[config.mk]
export PLATFORM = sky130hd
export DESIGN_NAME = qspi_flash_target
export DESIGN_NICKNAME = d
export VERILOG_FILES = /design/src/rtl/qspi_flash_target.sv
export SDC_FILE = /design/constraint.sdc
export NUM_CORES = 1
export LEC_CHECK = 0
export ABC_AREA = 0
export CORE_MARGIN = 2
export CORE_UTILIZATION = 51
export CTS_BUF_LIST = sky130_fd_sc_hd__clkbuf_4 sky130_fd_sc_hd__clkbuf_8 sky130_fd_sc_hd__clkbuf_16
export CTS_CLUSTER_SIZE = 20
export DETAILED_ROUTE_END_ITERATION = 12
export GPL_ROUTABILITY_DRIVEN = 0
export PLACE_DENSITY_LB_ADDON = 0.15
export SYNTH_ARGS = -nofsm -noshare
export SYNTH_HDL_FRONTEND = slang
export SYNTH_SLANG_ARGS = --single-unit
export TNS_END_PERCENT = 50
[constraint.sdc]
create_clock -name clk -period 1.86 [get_ports clk]
set_input_delay 0.558 -clock clk [delete_from_list [all_inputs] [get_ports clk]]
set_output_delay 0.558 -clock clk [all_outputs]
set_load 0.01 [all_outputs]
[src/rtl/qspi_flash_target.sv]
// QSPI (4-bit) flash target: oversamples the pins in the clk domain and serves
// 0xEB reads / 0x38 writes from a word-addressed memory port.
module qspi_flash_target #(
  parameter int ADDR_W       = 16,
  parameter int DUMMY_CYCLES = 6
) (
  input  logic              clk,
  input  logic              rst,
  input  logic              qspi_ck_i,
  input  logic              qspi_cs_i,
  input  logic [3:0]        qspi_io_i,
  output logic [3:0]        qspi_io_o,
  output logic              qspi_io_t,
  output logic              mem_req,
  output logic              mem_we,
  output logic [ADDR_W-1:0] mem_addr,
  output logic [31:0]       mem_wdata,
  output logic [3:0]        mem_be,
  input  logic [31:0]       mem_rdata,
  input  logic              mem_ready,
  output logic              underrun
);

  typedef enum logic [2:0] {
    S_IDLE, S_CMD, S_ADDR, S_DUMMY, S_RD_DATA, S_WR_DATA, S_WR_FLUSH, S_IGNORE
  } state_t;

  state_t state_q, state_d;

  // [0]/[1] are the two synchronizer stages, [2] is the previous value for edge detect
  logic [2:0] ck_sync_q, ck_sync_d;
  logic [2:0] cs_sync_q, cs_sync_d;
  logic [3:0] io_s1_q, io_s1_d, io_s2_q, io_s2_d;

  logic [7:0]        cnt_q, cnt_d;
  logic [19:0]       sh_q, sh_d;
  logic              is_rd_q, is_rd_d;
  logic [ADDR_W-1:0] word_q, word_d;
  logic [1:0]        byte_q, byte_d;
  logic              nib_q, nib_d;
  logic [3:0]        hold_q, hold_d;
  logic [3:0]        out_lo_q, out_lo_d;
  logic [31:0]       rd_data_q, rd_data_d;
  logic              rd_valid_q, rd_valid_d;
  logic              rd_issue_q, rd_issue_d;
  logic              stale_q, stale_d;
  logic [31:0]       wbuf_q, wbuf_d;
  logic [3:0]        wbe_q, wbe_d;
  logic              mem_req_q, mem_req_d;
  logic              mem_we_q, mem_we_d;
  logic [ADDR_W-1:0] mem_addr_q, mem_addr_d;
  logic [31:0]       mem_wdata_q, mem_wdata_d;
  logic [3:0]        mem_be_q, mem_be_d;
  logic [3:0]        io_o_q, io_o_d;
  logic              io_t_q, io_t_d;
  logic              underrun_q, underrun_d;

  logic        cs_rise, cs_fall, sck_rise, sck_fall;
  logic [23:0] addr24;
  logic [7:0]  wr_byte;
  logic [7:0]  rd_byte;
  logic [31:0] wbuf_nx;
  logic [3:0]  wbe_nx;

  // CS rise wins over a coincident SCK edge, so the SCK pulses are masked by it
  assign cs_rise  =  cs_sync_q[1] & ~cs_sync_q[2];
  assign cs_fall  = ~cs_sync_q[1] &  cs_sync_q[2];
  assign sck_rise =  ck_sync_q[1] & ~ck_sync_q[2] & ~cs_rise;
  assign sck_fall = ~ck_sync_q[1] &  ck_sync_q[2] & ~cs_rise;
  assign addr24   = {sh_q, io_s2_q};
  assign wr_byte  = {hold_q, io_s2_q};
  assign rd_byte  = rd_data_q[{byte_q, 3'b000} +: 8];

  always_comb begin
    ck_sync_d   = {ck_sync_q[1:0], qspi_ck_i};
    cs_sync_d   = {cs_sync_q[1:0], qspi_cs_i};
    io_s1_d     = qspi_io_i;
    io_s2_d     = io_s1_q;
    state_d     = state_q;
    cnt_d       = cnt_q;
    sh_d        = sh_q;
    is_rd_d     = is_rd_q;
    word_d      = word_q;
    byte_d      = byte_q;
    nib_d       = nib_q;
    hold_d      = hold_q;
    out_lo_d    = out_lo_q;
    rd_data_d   = rd_data_q;
    rd_valid_d  = rd_valid_q;
    rd_issue_d  = rd_issue_q;
    stale_d     = stale_q;
    wbuf_d      = wbuf_q;
    wbe_d       = wbe_q;
    mem_req_d   = mem_req_q;
    mem_we_d    = mem_we_q;
    mem_addr_d  = mem_addr_q;
    mem_wdata_d = mem_wdata_q;
    mem_be_d    = mem_be_q;
    io_o_d      = io_o_q;
    io_t_d      = io_t_q;
    underrun_d  = underrun_q;
    wbuf_nx     = wbuf_q;
    wbe_nx      = wbe_q;

    // A response to a read launched by an aborted transfer is dropped
    if (mem_req_q && mem_ready) begin
      mem_req_d = 1'b0;
      stale_d   = 1'b0;
      if (!mem_we_q && !stale_q) begin
        rd_data_d  = mem_rdata;
        rd_valid_d = 1'b1;
      end
    end

    if (rd_issue_q && !mem_req_q) begin
      mem_req_d  = 1'b1;
      mem_we_d   = 1'b0;
      mem_addr_d = word_q;
      rd_issue_d = 1'b0;
    end

    case (state_q)
      S_IDLE: begin
        io_t_d = 1'b1;
        if (cs_fall) begin
          state_d    = S_CMD;
          cnt_d      = '0;
          nib_d      = 1'b0;
          underrun_d = 1'b0;
          wbuf_d     = '0;
          wbe_d      = '0;
          rd_valid_d = 1'b0;
          rd_issue_d = 1'b0;
        end
      end
      S_CMD: begin
        if (sck_rise) begin
          sh_d  = {sh_q[15:0], io_s2_q};
          cnt_d = cnt_q + 8'd1;
          if (cnt_q == 8'd1) begin
            cnt_d = '0;
            if ({sh_q[3:0], io_s2_q} == 8'hEB) begin
              is_rd_d = 1'b1;
              state_d = S_ADDR;
            end else if ({sh_q[3:0], io_s2_q} == 8'h38) begin
              is_rd_d = 1'b0;
              state_d = S_ADDR;
            end else begin
              state_d = S_IGNORE;
            end
          end
        end
      end
      S_ADDR: begin
        if (sck_rise) begin
          sh_d  = {sh_q[15:0], io_s2_q};
          cnt_d = cnt_q + 8'd1;
          if (cnt_q == 8'd5) begin
            cnt_d  = '0;
            word_d = ADDR_W'(addr24 >> 2);
            byte_d = io_s2_q[1:0];
            nib_d  = 1'b0;
            if (is_rd_q) begin
              rd_valid_d = 1'b0;
              rd_issue_d = 1'b1;
              state_d    = (DUMMY_CYCLES == 0) ? S_RD_DATA : S_DUMMY;
            end else begin
              wbuf_d  = '0;
              wbe_d   = '0;
              state_d = S_WR_DATA;
            end
          end
        end
      end
      S_DUMMY: begin
        if (sck_rise) begin
          cnt_d = cnt_q + 8'd1;
          if (cnt_q == 8'(DUMMY_CYCLES - 1)) begin
            state_d = S_RD_DATA;
          end
        end
      end
      S_RD_DATA: begin
        if (sck_fall) begin
          io_t_d = 1'b0;
          if (!nib_q) begin
            // Byte start: stall on 0xF until the word is present
            if (rd_valid_q) begin
              io_o_d   = rd_byte[7:4];
              out_lo_d = rd_byte[3:0];
              nib_d    = 1'b1;
              if (byte_q == 2'd3) begin
                rd_valid_d = 1'b0;
                rd_issue_d = 1'b1;
                word_d     = word_q + ADDR_W'(1);
              end
            end else begin
              io_o_d     = 4'hF;
              underrun_d = 1'b1;
            end
          end else begin
            io_o_d = out_lo_q;
            nib_d  = 1'b0;
            byte_d = byte_q + 2'd1;
          end
        end
      end
      S_WR_DATA: begin
        if (sck_rise) begin
          if (!nib_q) begin
            hold_d = io_s2_q;
            nib_d  = 1'b1;
          end else begin
            nib_d  = 1'b0;
            byte_d = byte_q + 2'd1;
            if (byte_q == 2'd3) begin
              word_d = word_q + ADDR_W'(1);
            end
            if (mem_req_q) begin
              underrun_d = 1'b1;
              if (byte_q == 2'd3) begin
                wbuf_d = '0;
                wbe_d  = '0;
              end
            end else begin
              for (int k = 0; k < 4; k++) begin
                if (byte_q == 2'(k)) begin
                  wbuf_nx[8*k +: 8] = wr_byte;
                  wbe_nx[k]         = 1'b1;
                end
              end
              if (byte_q == 2'd3) begin
                mem_req_d   = 1'b1;
                mem_we_d    = 1'b1;
                mem_addr_d  = word_q;
                mem_wdata_d = wbuf_nx;
                mem_be_d    = wbe_nx;
                wbuf_d      = '0;
                wbe_d       = '0;
              end else begin
                wbuf_d = wbuf_nx;
                wbe_d  = wbe_nx;
              end
            end
          end
        end
      end
      S_WR_FLUSH: begin
        if (!mem_req_q) begin
          mem_req_d   = 1'b1;
          mem_we_d    = 1'b1;
          mem_addr_d  = word_q;
          mem_wdata_d = wbuf_q;
          mem_be_d    = wbe_q;
          wbuf_d      = '0;
          wbe_d       = '0;
          state_d     = S_IDLE;
        end
      end
      default: ;
    endcase

    if (cs_rise && state_q != S_IDLE && state_q != S_WR_FLUSH) begin
      io_t_d     = 1'b1;
      io_o_d     = 4'h0;
      rd_issue_d = 1'b0;
      nib_d      = 1'b0;
      stale_d    = mem_req_d && !mem_we_d;
      state_d    = (state_q == S_WR_DATA && wbe_q != 4'h0) ? S_WR_FLUSH : S_IDLE;
    end
  end

  always_ff @(posedge clk) begin
    if (!rst) begin
      state_q     <= S_IDLE;
      ck_sync_q   <= 3'b000;
      cs_sync_q   <= 3'b111;
      io_s1_q     <= '0;
      io_s2_q     <= '0;
      cnt_q       <= '0;
      sh_q        <= '0;
      is_rd_q     <= 1'b0;
      word_q      <= '0;
      byte_q      <= '0;
      nib_q       <= 1'b0;
      hold_q      <= '0;
      out_lo_q    <= '0;
      rd_data_q   <= '0;
      rd_valid_q  <= 1'b0;
      rd_issue_q  <= 1'b0;
      stale_q     <= 1'b0;
      wbuf_q      <= '0;
      wbe_q       <= '0;
      mem_req_q   <= 1'b0;
      mem_we_q    <= 1'b0;
      mem_addr_q  <= '0;
      mem_wdata_q <= '0;
      mem_be_q    <= '0;
      io_o_q      <= '0;
      io_t_q      <= 1'b1;
      underrun_q  <= 1'b0;
    end else begin
      state_q     <= state_d;
      ck_sync_q   <= ck_sync_d;
      cs_sync_q   <= cs_sync_d;
      io_s1_q     <= io_s1_d;
      io_s2_q     <= io_s2_d;
      cnt_q       <= cnt_d;
      sh_q        <= sh_d;
      is_rd_q     <= is_rd_d;
      word_q      <= word_d;
      byte_q      <= byte_d;
      nib_q       <= nib_d;
      hold_q      <= hold_d;
      out_lo_q    <= out_lo_d;
      rd_data_q   <= rd_data_d;
      rd_valid_q  <= rd_valid_d;
      rd_issue_q  <= rd_issue_d;
      stale_q     <= stale_d;
      wbuf_q      <= wbuf_d;
      wbe_q       <= wbe_d;
      mem_req_q   <= mem_req_d;
      mem_we_q    <= mem_we_d;
      mem_addr_q  <= mem_addr_d;
      mem_wdata_q <= mem_wdata_d;
      mem_be_q    <= mem_be_d;
      io_o_q      <= io_o_d;
      io_t_q      <= io_t_d;
      underrun_q  <= underrun_d;
    end
  end

  assign qspi_io_o = io_o_q;
  assign qspi_io_t = io_t_q;
  assign mem_req   = mem_req_q;
  assign mem_we    = mem_we_q;
  assign mem_addr  = mem_addr_q;
  assign mem_wdata = mem_wdata_q;
  assign mem_be    = mem_be_q;
  assign underrun  = underrun_q;

endmodule
==> results.py, run 1 <==
metrics = {
    "timing": {
        "clock_skew_ns": 0.01107,
        "rsz0062_at_grt": "yes",
        "finalCritPeriodShare_pct": 107.0,
        "fin_ws_ns": -0.1299,
        "hold_violations": 0,
        "setup_viol": 30,
        "max_freq_mhz": 502.5,
        "fin_crit_ns": 1.990,
        "tightest_slew_ns": 0.5583,
        "relSlewSlack_pct": 62.74,
        "maxSlewViolCount": 0,
    },
    "layout": {
        "syn2layout_area_growth_pct": 40.98,
        "final_area_mm2": 0.01263,
        "diodes": 0,
        "final_cell_mix": "dfxtp_1 (186), nand2_1 (163), buf_4 (100)",
        "drive_gt1_share_pct": 24.96,
        "nets": 1258,
        "final_common_cell": "dfxtp_1",
    },
    "min_path": {
        "holdCritPathClass": "flip-flop to flip-flop",
        "worst_hold_path.endpoint": "cs_sync_q[1]$_SDFF_PN1_",
        "hold_depth": 1,
        "min_from": "cs_sync_q[0]$_SDFF_PN1_",
    },
    "route": {
        "postRouteAntennaNets": 0,
        "dr.pass1.iters": 7,
        "vias_per_cell": 6.019,
        "drtIter0Drc": 742,
        "route.vias.total": 8709,
        "drc": 0,
        "wl_per_cell_um": 18.49,
        "wirelength_um": 26750,
    },
    "yosys": {
        "synth_edf_count": 0,
        "synth.area.mux_share_pct": 7.263,
        "synth-async-reset-ratio_pct": 0,
        "syn_avg_cell_area_um2": 8.565,
        "synth_fa_ha_area_share_pct": 0.9777,
        "postSynthCellCount": 1046,
        "ys_warn_count": 0,
        "syn-cell-area_mm2": 0.008959,
        "ys_types": 73,
        "yosysSeqAreaShare_pct": 44.25,
        "synth_top_family_by_area": "simple AND/OR/NAND/NOR gates",
        "synthSimpleGateAreaFrac_pct": 22.92,
        "yosys_most_used_dff": "dfxtp_1",
        "synth_area_leaders": "dfxtp_1 (44%), nand2_1 (7.0%), mux2i_1 (5.3%), a21oi_1 (4.5%), nor2_1 (3.7%)",
        "synth_nets": 1094,
        "synth-xor-area-share_pct": 0.4888,
        "synth_top_area_share_pct": 44.25,
        "yosysTopAreaCell": "dfxtp_1",
        "synth-seq-cells": 198,
        "synth_compound_area_share_pct": 18.90,
    },
    "setup_path": {
        "crit_path_max_incr_delay_ns": 0.33,
        "timing.rr.end": "wbuf_q[14]$_SDFFE_PN0P_",
        "cp.required_ns": 2.19,
        "path_cells": "nor4_2 > buf_4 > and4_4 > a21oi_4 > buf_12 > buf_12 > o31ai_1 > a21oi_1",
        "r2r-start": "cnt_q[3]$_SDFFE_PN0P_",
        "worstRegToRegCells": 8,
        "critPathTopFamily": "simple AND/OR/NAND/NOR gates",
        "cp.arrival_ns": 2.32,
        "cp-start-kind": "flip-flop",
        "crit_path_end_kind": "flip-flop",
        "crit_fanout": 11,
        "reg2reg_setup_slack_ns": -0.13,
        "cp.buffers_inverters": 3,
        "cpMostUsedCell": "buf_12",
        "cpMaxStageDelayCell": "dfxtp_2",
        "crit_type": "flip-flop to flip-flop",
    },
    "cts": {
        "cts_buffers": 17,
        "clockRootBuffer": "clkbuf_16",
        "hold_buffers": 0,
        "ctsHtreeMaxLevel": 4,
        "clock_path_buffers": 2,
        "clk_pin_slew_ns": 0.08,
        "insertion_delay_ns": 0.44,
        "cts_tree": "yes",
        "cts_sinks": 198,
    },
    "die": {
        "die_h_um": 136.5,
        "start_util_pct": 51.97,
        "chipWidth_um": 136.5,
        "ios": 101,
        "fp-row-count": 48,
        "die-area_mm2": 0.01864,
        "fp.coreArea_mm2": 0.01724,
    },
    "status": {
        "violations": "negative setup slack",
        "outcome": "finished with violations",
    },
    "global_route": {
        "grt_pass1_vias": 8072,
        "antenna_found_initial": 0,
        "grt_usage_pct": 26.46,
        "grt_overflow": 0,
        "grt_first_pass_wirelength_um": 39440,
        "grt_max_degree": 67,
    },
    "placed_design": {
        "hpwl_um": 15790,
        "dpl_cell_area_mm2": 0.01099,
        "io_buffer_count": 100,
        "dp_slack_ns": -0.07894,
    },
    "power_and_ir_drop": {
        "power.density_mw_per_mm2": 1185,
        "p_leak_nw": 4.712,
        "ir_drop_v": 0.0009775,
    },
    "run": {
        "maxCapViolCount": 0,
    },
}
==> what timing repair did <==
action                                  4_1_cts  5_1_grt
resized for setup                            99      111
pin swaps                                    10       54
buffers inserted                              3        7
endpoints found under the setup margin      144      111
gates cloned                                  4        6
==> cell usage after synthesis, types with 14 or more instances <==
| library cell | count |
|---|---|
| dfxtp_1 | 198 |
| nand2_1 | 167 |
| nor2_1 | 88 |
| a21oi_1 | 80 |
| clkbuf_1 | 67 |
| mux2i_1 | 47 |
| nand3_1 | 47 |
| a311oi_1 | 36 |
| o31ai_1 | 31 |
| nand4_1 | 29 |
| and2_1 | 25 |
| nor3_1 | 18 |
| inv_1 | 15 |
| a211oi_1 | 14 |
==> how the worst max path moves through the flow <==
stage                            startpoint                       to  slack, ns  cells past startpoint
detailed placement  state_q[1]$_SDFFE_PN0P_    cnt_q[5]$_SDFFE_PN0P_      -0.08                      6
global placement    cs_sync_q[2]$_SDFF_PN1_  wbuf_q[30]$_SDFFE_PN0P_      -0.03                      6
finish                cnt_q[3]$_SDFFE_PN0P_  wbuf_q[14]$_SDFFE_PN0P_      -0.13                      8
floorplan           cs_sync_q[2]$_SDFF_PN1_    cnt_q[7]$_SDFFE_PN0P_      -0.02                      6
CTS                   cnt_q[4]$_SDFFE_PN0P_  wbuf_q[13]$_SDFFE_PN0P_      -0.08                      8
global route          cnt_q[3]$_SDFFE_PN0P_  wbuf_q[14]$_SDFFE_PN0P_      -0.15                      8
==> power by group <==
group / total [mW] / leakage (nW) / switching (mW) / internal [mW]
clock network: 4.21 / 0.320 / 1.68 / 2.53
logic: 6.10 / 2.79 / 3.45 / 2.65
registers: 4.66 / 1.60 / 0.181 / 4.48
==> worst register-to-register path: stages (launching register included) <==
cell and delay (ns):
dfxtp_2 0.33, nor4_2 0.27, buf_4 0.17, and4_4 0.25
a21oi_4 0.10, buf_12 0.19, buf_12 0.16, o31ai_1 0.30
a21oi_1 0.11
==> cell type report <==
class | count | area [um^2]
Sequential cell | 198 | 3981
Tap cell | 225 | 281.5
Timing Repair Buffer | 238 | 2437
Clock inverter | 13 | 227.7
Inverter | 17 | 63.81
Clock buffer | 18 | 432.9
Multi-Input combinational cell | 738 | 5205
Fill cell | 1240 | 4607
==> cell families (layout without fill, tap and decap cells) <==
group | after synthesis | in the layout
simple gates | 430 | 430
flops | 198 | 198
compound gates | 241 | 241
buf+inv | 110 | 286
xor+xnor | 5 | 5
mux | 55 | 55
fa+ha+maj | 7 | 7
==> routing by layer <==
| layer | routed length (um) | vias to the layer above | global-route usage, % |
|---|---|---|---|
| li1 | - | 4096 | - |
| met1 | 10880 | 4163 | 33.81 |
| met2 | 13220 | 362 | 43.92 |
| met3 | 1618 | 88 | 4.519 |
| met4 | 1026 | 0 | 11.69 |
| met5 | 0 | - | 0 |
==> flip-flops by register name (all words and copies together), names as in the netlist, 8 cells and up <==
signal,cells
cnt_q,8
mem_addr,16
mem_wdata,32
wbuf_q,32
rd_data_q,32
word_q,16
sh_q,14
==> stage by stage <==
step	hold slack, ns	utilization [%]	total power, mW	cells	setup TNS, ns
after detailed placement	0.4147	63.76	9.487	1399	-2.990
after global placement	0.3886	63.76	9.452	1399	-1.018
after CTS	0.4296	68.84	13.95	1437	-1.269
final	0.4258	73.27	14.97	1447	-1.251
after global routing	0.4549	73.27	15.55	1447	-3.413
after floorplan	0.3863	-	7.473	1046	-0.1242
No activity file was read; power rests on OpenSTA's default activity.
==> inputs of run 2 (changes only) <==
--- a/config.mk
+++ b/config.mk
@@ -6,6 +6,7 @@
 export NUM_CORES = 1
 export LEC_CHECK = 0
 export ABC_AREA = 0
+export CAP_MARGIN = 40
 export CORE_MARGIN = 2
 export CORE_UTILIZATION = 51
 export CTS_BUF_LIST = sky130_fd_sc_hd__clkbuf_4 sky130_fd_sc_hd__clkbuf_8 sky130_fd_sc_hd__clkbuf_16
==> results of run 2 <==
Final layout, timing and power as in run 1 (identical DEF).
==> inputs of run 3 (changes only) <==
--- a/config.mk
+++ b/config.mk
@@ -8,7 +8,7 @@
 export ABC_AREA = 0
 export CAP_MARGIN = 40
 export CORE_MARGIN = 2
-export CORE_UTILIZATION = 51
+export CORE_UTILIZATION = 40
 export CTS_BUF_LIST = sky130_fd_sc_hd__clkbuf_4 sky130_fd_sc_hd__clkbuf_8 sky130_fd_sc_hd__clkbuf_16
 export CTS_CLUSTER_SIZE = 20
 export DETAILED_ROUTE_END_ITERATION = 12
==> results.py, run 3 (same netlist as run 1, synthesis figures left out) <==
metrics = {
    "timing": {
        "tightest_slew_ns": 0.7318,
        "fin_ws_ns": -0.06414,
        "finalCritPeriodShare_pct": 103.4,
        "setup_viol": 32,
        "clock_skew_ns": 0.008166,
        "maxSlewViolCount": 0,
        "rsz0062_at_grt": "yes",
        "hold_violations": 0,
        "fin_crit_ns": 1.924,
        "relSlewSlack_pct": 50.57,
        "max_freq_mhz": 519.7,
    },
    "run": {
        "maxCapViolCount": 0,
    },
    "die": {
        "die-area_mm2": 0.02361,
        "chipWidth_um": 153.7,
        "fp-row-count": 54,
        "die_h_um": 153.7,
        "start_util_pct": 40.92,
        "ios": 101,
        "fp.coreArea_mm2": 0.02189,
    },
    "min_path": {
        "holdCritPathClass": "flip-flop to flip-flop",
        "min_from": "cs_sync_q[0]$_SDFF_PN1_",
    },
    "route": {
        "drc": 0,
        "postRouteAntennaNets": 0,
        "top_layer": "met4",
        "wl_met1_um": 11870,
        "met3_length_um": 1276,
        "route.vias.total": 8551,
        "drtIter0Drc": 557,
        "vias_per_cell": 5.629,
        "wirelength_um": 26730,
        "wl_per_cell_um": 17.60,
        "dr.pass1.iters": 5,
        "dr_wl_met2_um": 13080,
    },
    "global_route": {
        "grt_overflow": 0,
        "grt_first_pass_wirelength_um": 41900,
        "antenna_found_initial": 0,
        "grt_pass1_vias": 8120,
        "grt_max_degree": 56,
        "grt_usage_pct": 21.62,
    },
    "cts": {
        "cts_sinks": 198,
        "cts_buffers": 17,
        "cts_tree": "yes",
        "clock_path_buffers": 2,
        "clockRootBuffer": "clkbuf_16",
        "ctsHtreeMaxLevel": 4,
        "clk_pin_slew_ns": 0.07,
        "insertion_delay_ns": 0.43,
    },
    "layout": {
        "fillerInstances": 1998,
        "nets": 1274,
        "final_cell_mix": "dfxtp_1 (186), nand2_1 (162), buf_4 (107)",
        "syn2layout_area_growth_pct": 43.48,
        "final_util_pct": 58.72,
        "instances_no_fill": 1519,
        "diodes": 0,
        "final_common_cell": "dfxtp_1",
        "drive_gt1_share_pct": 26.55,
    },
    "power_and_ir_drop": {
        "ir_drop_v": 0.0009370,
        "total_power_mw": 14.98,
        "p_leak_nw": 4.745,
        "power.density_mw_per_mm2": 1165,
    },
    "placed_design": {
        "io_buffer_count": 100,
        "dp_cells": 1451,
        "hpwl_um": 16330,
    },
    "setup_path": {
        "cp-start-kind": "flip-flop",
        "cp.buffers_inverters": 3,
        "worstSetupStartpoint": "cnt_q[5]$_SDFFE_PN0P_",
        "crit_path_end_kind": "flip-flop",
        "cpMaxStageDelayCell": "dfxtp_2",
        "cp.arrival_ns": 2.25,
        "crit_fanout": 3,
        "cpMostUsedCell": "buf_4",
        "crit_path_max_incr_delay_ns": 0.33,
        "critPathTopFamily": "simple AND/OR/NAND/NOR gates",
        "crit_type": "flip-flop to flip-flop",
        "cp.required_ns": 2.19,
        "r2r-start": "cnt_q[5]$_SDFFE_PN0P_",
        "path_cells": "nor4_2 > buf_4 > buf_6 > nand4_1 > o21ai_2 > nand2b_1 > buf_4 > o221a_4",
    },
    "status": {
        "violations": "negative setup slack",
        "outcome": "finished with violations",
    },
}
## run 3: cell types whose count changed in the layout (fill, tap and decap cells not counted), moves of 4 or more
cell       before  now
buf_4         100  107
a311oi_2       19    5
o31ai_1        11    7
buf_6           8   19
a21oi_1        75   67
bufinv_16       6    2
a21oi_2         5   13
a311oi_1       17   31
inv_8           0    5
a211oi_2       10    6
## run 3: repair_timing
| item | CTS | global route |
|---|---|---|
| setup buffers | 20 | 13 |
| hold buffers | 0 | 0 |
| setup endpoints to repair | 159 | 118 |
| cloned | 8 | 5 |
| resized for setup | 149 | 108 |
| pin swaps | 38 | 48 |
## run 3: path summary, 6_finish.rpt
path                                   to  slack (ns)  cells past startpoint
setup / recovery   word_q[8]$_SDFFE_PN0P_       -0.06                      8
hold / removal    cs_sync_q[1]$_SDFF_PN1_        0.41                      1
setup reg to reg   word_q[8]$_SDFFE_PN0P_       -0.06                      8
hold reg to reg   cs_sync_q[1]$_SDFF_PN1_        0.41                      1
## run 3: per-layer routing
metal | vias up | GRT usage [%]
li1 | 4144 | -
met1 | 4086 | 28.46
met2 | 274 | 36.53
met3 | 47 | 3.298
met4 | 0 | 6.903
met5 | - | 0
## run 3: cell type report
class                      instances  area, um^2  area share (%)
multi-input combinational        738        5300           41.23
sequential                       198        3984           30.99
timing repair buffer             254        2540           19.76
clock buffer                      17       425.4           3.310
tap                              280       350.3           2.726
clock inverter                    15       186.4           1.450
inverter                          17       67.56          0.5256
## run 3: stage by stage
stage          hold slack, ns  setup slack, ns  setup TNS (ns)  instance area (um^2)
6_report               0.4148         -0.06414         -0.8114                 12850
5_1_grt                0.4352          -0.1542          -4.833                 12850
4_1_cts                0.4209          -0.1493          -4.201                 12300
3_5_place_dp           0.3988          -0.2056          -10.60                 10990
3_3_place_gp           0.3992          -0.1453          -8.114                 10990
2_1_floorplan          0.3863         -0.02058         -0.1242                  8995
## run 3: power by group
part / internal, mW / switching [mW] / total [mW]
Clock: 2.05 / 1.81 / 3.86
Combinational: 2.83 / 3.63 / 6.45
Sequential: 4.48 / 0.187 / 4.67
Total: 9.36 / 5.62 / 15.0
## run 3: worst reg2reg max path, delay by kind of cell (launching register included)
family | cells | cell delay, ns
compound gates | 2 | 0.48
buf+inv | 3 | 0.43
simple gates | 3 | 0.59
flops | 1 | 0.33
